## config.mk

```make
export PLATFORM = sky130hd
export DESIGN_NAME = gerador_rodadas
export DESIGN_NICKNAME = d
export VERILOG_FILES = /design/src/rtl/gerador_rodadas.sv
export SDC_FILE = /design/constraint.sdc
export NUM_CORES = 1
export LEC_CHECK = 0
export ABC_AREA = 1
export ABC_CLOCK_PERIOD_IN_PS = 2700
export BUFFER_PORTS_ARGS = -buffer_cell sky130_fd_sc_hd__buf_2
export CAP_MARGIN = 30
export CORE_MARGIN = 4
export CORE_UTILIZATION = 30
export CTS_BUF_LIST = sky130_fd_sc_hd__clkbuf_8 sky130_fd_sc_hd__clkbuf_16
export DETAILED_ROUTE_END_ITERATION = 12
export SYNTH_ARGS = -nofsm -noshare
export SYNTH_HDL_FRONTEND = slang
export SYNTH_SLANG_ARGS = --single-unit
export TNS_END_PERCENT = 5
```

## constraint.sdc

```tcl
create_clock -name clock -period 2.7 [get_ports clock]
set_clock_uncertainty 0.15 [all_clocks]
set_input_delay 0.81 -clock clock [delete_from_list [all_inputs] [get_ports clock]]
set_output_delay 0.81 -clock clock [all_outputs]
set_load 0.02 [all_outputs]
```

## src/rtl/gerador_rodadas.sv

```systemverilog
// gerador_rodadas: sequences the rounds of a game, showing a target value to
// the grader, waiting (with timeout) for a sensor sample, latching the score
// of each round and keeping the running total.
module gerador_rodadas #(
    parameter int N_RODADAS = 5,    // rounds per game, 1..6
    parameter int ESPERA    = 1000  // wait cycles before a round times out, 2..65535
) (
    input  logic       clock,
    input  logic       reset_n,
    input  logic       iniciar,
    input  logic       sensor_valido,
    input  logic [3:0] nota,
    output logic [3:0] ideal,
    output logic       enable,
    output logic [2:0] rodada,
    output logic [3:0] nota_registrada,
    output logic [5:0] total,
    output logic       ocupado,
    output logic       pronto,
    output logic       expirou
);

    typedef enum logic [2:0] {
        OCIOSO,
        APRESENTA,
        AGUARDA,
        CAPTURA,
        FIM
    } estado_t;

    localparam logic [2:0]  ULTIMA = 3'(N_RODADAS - 1);
    localparam logic [15:0] LIMITE = 16'(ESPERA - 1);

    estado_t     state_q, state_d;
    logic [2:0]  rodada_q, rodada_d;
    logic [3:0]  nota_reg_q, nota_reg_d;
    logic [5:0]  total_q, total_d;
    logic        expirou_q, expirou_d;
    logic        timeout_q, timeout_d;
    logic [15:0] cont_q, cont_d;
    logic [3:0]  valor;

    // State and datapath registers; everything clears on reset, mid-round included.
    always_ff @(posedge clock or negedge reset_n) begin
        if (!reset_n) begin
            state_q    <= OCIOSO;
            rodada_q   <= 3'd0;
            nota_reg_q <= 4'd0;
            total_q    <= 6'd0;
            expirou_q  <= 1'b0;
            timeout_q  <= 1'b0;
            cont_q     <= 16'd0;
        end else begin
            // NOTE: non-blocking so every register samples the pre-edge values of the others.
            state_q    <= state_d;
            rodada_q   <= rodada_d;
            nota_reg_q <= nota_reg_d;
            total_q    <= total_d;
            expirou_q  <= expirou_d;
            timeout_q  <= timeout_d;
            cont_q     <= cont_d;
        end
    end

    // Next-state and next-datapath logic for the round sequencer.
    always_comb begin
        // NOTE: hold-by-default assignments first, so no path through the case infers a latch.
        state_d    = state_q;
        rodada_d   = rodada_q;
        nota_reg_d = nota_reg_q;
        total_d    = total_q;
        expirou_d  = expirou_q;
        timeout_d  = timeout_q;
        cont_d     = cont_q;
        // A timed-out round or an out-of-range grade scores nothing.
        valor      = (timeout_q || (nota > 4'd10)) ? 4'd0 : nota;

        unique case (state_q)
            OCIOSO, FIM: begin
                if (iniciar) begin
                    state_d    = APRESENTA;
                    rodada_d   = 3'd0;
                    total_d    = 6'd0;
                    nota_reg_d = 4'd0;
                    expirou_d  = 1'b0;
                end
            end
            APRESENTA: begin
                cont_d  = 16'd0;
                state_d = AGUARDA;
            end
            AGUARDA: begin
                // A sample arriving on the last wait cycle still counts.
                if (sensor_valido) begin
                    timeout_d = 1'b0;
                    state_d   = CAPTURA;
                end else if (cont_q == LIMITE) begin
                    timeout_d = 1'b1;
                    state_d   = CAPTURA;
                end else begin
                    cont_d = cont_q + 16'd1;
                end
            end
            CAPTURA: begin
                nota_reg_d = valor;
                total_d    = total_q + {2'b00, valor};
                expirou_d  = timeout_q;
                if (rodada_q == ULTIMA) begin
                    state_d = FIM;
                end else begin
                    rodada_d = rodada_q + 3'd1;
                    state_d  = APRESENTA;
                end
            end
            default: state_d = OCIOSO;
        endcase
    end

    // Outputs decoded only from state and registers, never from inputs.
    always_comb begin
        enable          = (state_q == CAPTURA);
        ocupado         = (state_q == APRESENTA) || (state_q == AGUARDA) || (state_q == CAPTURA);
        pronto          = (state_q == FIM);
        rodada          = rodada_q;
        nota_registrada = nota_reg_q;
        total           = total_q;
        expirou         = expirou_q;
        unique case (rodada_q)
            3'd0:    ideal = 4'd3;
            3'd1:    ideal = 4'd7;
            3'd2:    ideal = 4'd1;
            3'd3:    ideal = 4'd9;
            3'd4:    ideal = 4'd5;
            3'd5:    ideal = 4'd2;
            default: ideal = 4'd0;
        endcase
    end

endmodule
```

==> impl_results.md <==
* Post-CTS resize count at 0
* Synth top area cells: dfrtp_1 (39%), nand2_1 (16%), nor2_1 (7.3%)
* Max-slew violation count at 0
* Combinational share of power at 0.438
* Internal reg-to-reg setup slack at 0.61 ns
* Critical path, cell by cell: ha_1 > ha_1 > a21oi_1 > nand4_1 > buf_2
* Synth area leader: dfrtp_1
* Sequential power share at 0.332
* Clk_lat worst skew at 0.30 ns
* Layout Utilization at 0.368
* Worst hold stages at 2
* CTS tree: done
* Hold Path End: nota_registrada[0]
* Overall Global Routing Usage at 0.122
* Largest net degree at the start of global routing at 35
* Starting Density at 0.314
* Asr flop ratio synth at 1.00
* Max incr delay on CP at between 0.4 and 0.5 ns
* Reg-to-Reg End: total[4]
* Outcome: finished clean
* Crit-path most repeated cell: ha_1
* Root buffer cell: clkbuf_8
* MaxCap Viol Count at 0
* Post-synth EDFFs at 0
* VDD IR max at between 0.2 and 0.3 mV
* Post-detail-place hpwl at 3600 µm
* Critical R2R Launch: timeout_q
* Total nets after synthesis at 319
* Total grt overflow at 0
* Clock-pin slew on the worst setup and hold paths at around 0.070 ns
* Critical path endpoint category: primary output
* Drt first pass iters at 4
* Crit start category: flop
* Clock sinks at 34
* Total negative slack at 0 ns
* Vias post-DR at 1982
* CTS buffer count at 5
* PD cells at 817 mW/mm²
* Maximum fanout along the worst path at 4
* Syn Inst Count at 300
* Die area at 0.00866 mm²
* Post-synth cell types at 27
* Syn avg cell area at roughly 7.2 µm²
* Top cell type's share of synthesized area at 0.392
* Minimum clock period at 2.41 ns
* IO Pins at 29
* Sw Share at 0.439
* Final WL at 4780 µm
* Post-CTS Setup Inserts at 0
* Hold slack at 0.334 ns
* GP Congestion at just over 0.8
* Final setup fails at 0
* Cts hold-fix bufs at 0
* CP Data Arrival Time at 1.45 ns
* Post-synth top flop: dfrtp_1
* Height of the die at 93.0 µm
* Critical Path RT at 1.74 ns
* RSZ-0062 raised after global routing: no
* Power Internal at 0.00117 W
* H-Tree Depth at 2
* Vias in the first global route at 1929
* Share of post-route cells with drive strength above 1 at 0.161
* DRC viols at 0
* Worst min path class: reg -> reg
* Power Total at 0.00208 W
* Actual slew at the worst max-slew pin at 0.774 ns
* CORE AREA at 0.00691 mm²
* Die width at 93.0 µm
* Final nets at 353
* IO buf count at 28
* Register area share after synthesis at 0.392
* Number of DRC markers in iteration 0 at 86
* Final hold vios at 0
* Initial antenna violation count at 0
* Ys Warns at 0
* Clk pwr share at 0.230
* Synth Register Bits at 34
* Fillcell total at approximately 750
* Max Buffers Root-to-Sink at 2
* Psw at 0.000912 W
* Row Count at 30
* P&R area growth vs syn at 17.2%
* Routed len/inst at 11.1 µm
* Synth Cell Area at 0.00217 mm²
* Antenna cells at 0
* Worst rel slew slack at 0.484
* Fmax at 0.415 GHz
* Routed Antenna Nets at 0
* Via/cell ratio at 4.60
* Worst Hold Launch: nota_registrada[0]
* First-pass GRT wire length at between 8000 and 9000 µm
* Final period utilization at 0.893
* Worst R2R Path Depth at 12
* Crit path kind: reg -> out
* LEAKAGE at 1.33 nW
* Slowest CP cell: dfrtp_1
-- synth_stat cells (5+ instances only) --
cell and n:
nand2_1 90, inv_1 35, nand3_1 28, ha_1 10, nand4_1 10, dfrtp_1 34
nor2_1 42, o21ai_0 12, a21oi_1 5, xor2_1 5
-- critical path, delay by kind of cell (launching register included) --
kind / cells / cell delay, ns
adder cells (fa/ha/maj): 2 / 0.41
flip-flops: 1 / 0.41
buffers and inverters: 1 / 0.16
AO/OA/AOI/OAI: 1 / 0.11
AND/OR/NAND/NOR: 1 / 0.08
-- how the worst max path moves through the flow --
| stage | cells past startpoint | slack, ns | endpoint | startpoint |
|---|---|---|---|---|
| 6_report | 5 | 0.29 | ideal[0] | rodada[0] |
| 5_1_grt | 15 | 0.10 | total[4] | nota[0] |
| 4_1_cts | 5 | 0.28 | ideal[0] | rodada[0] |
| 3_5_place_dp | 15 | 0.003 | total[4] | nota[2] |
| 3_3_place_gp | 15 | 0.06 | total[4] | nota[2] |
| 2_1_floorplan | 14 | 0.18 | total[4] | nota[2] |
-- final cells by class --
cell class | instances | area, µm² | area share
multi-input combinational | 221 | 1130 | 0.446
sequential | 34 | 851 | 0.335
timing repair buffer | 33 | 178 | 0.0699
inverter | 39 | 146 | 0.0576
tap | 96 | 120 | 0.0472
clock buffer | 5 | 68.8 | 0.0271
clock inverter | 3 | 45.0 | 0.0177
-- registers in the layout (all words and copies together), names as in the netlist --
| signal | flops |
|---|---|
| rodada | 3 |
| cont_q | 16 |
| total | 6 |
| state_q | 3 |
| timeout_q | 1 |
| expirou | 1 |
| nota_registrada | 4 |
-- stage by stage --
stage / area (µm²) / setup WS [ns] / instances
finish: 2540 / 0.289 / 431
global route: 2540 / 0.105 / 431
CTS: 2540 / 0.277 / 431
detailed placement: 2430 / 0.00278 / 423
global placement: 2430 / 0.0601 / 423
floorplan: 2170 / 0.181 / 300
-- kinds of logic (layout without fill, tap and decap cells) --
| group | Yosys count | count (layout) | synth area share |
|---|---|---|---|
| AO/OA/AOI/OAI | 21 | 21 | 0.0554 |
| adder cells (fa/ha/maj) | 11 | 11 | 0.0669 |
| XOR/XNOR | 6 | 6 | 0.0242 |
| AND/OR/NAND/NOR | 183 | 183 | 0.376 |
| flip-flops | 34 | 34 | 0.392 |
| buffers and inverters | 45 | 80 | 0.0853 |
-- cells in the final DEF, fill, tap and decap left out, types with 2 or more instances in the layout --
cell type	instances
dfrtp_1	34
inv_1	35
buf_2	28
nand2_1	90
clkinvlp_4	2
xor2_1	5
nor2_4	3
nand4_1	10
ha_1	10
a21oi_1	5
nor3_1	3
clkbuf_8	5
nor2_1	42
o21ai_0	12
nand2_4	2
inv_2	3
buf_4	5
nand3_1	28
nand2_2	3
-- per-layer routing --
layer	track usage	routed length, µm	share of wire
met5	0	0	0
met4	0.0403	93	0.019
met3	0.0274	200	0.042
met2	0.207	2250	0.47
met1	0.154	2240	0.47
-- power groups by stage --
stage / Combinational, W / Sequential (W) / Clock (W)
6_report: 0.000911 / 0.000690 / 0.000477
3_5_place_dp: 0.000923 / 0.000698 / 0
4_1_cts: 0.000926 / 0.000690 / 0.000496
2_1_floorplan: 0.000573 / 0.000771 / 0
3_3_place_gp: 0.000913 / 0.000697 / 0
5_1_grt: 0.00103 / 0.000708 / 0.000511
No activity file was read; power rests on OpenSTA's default activity.
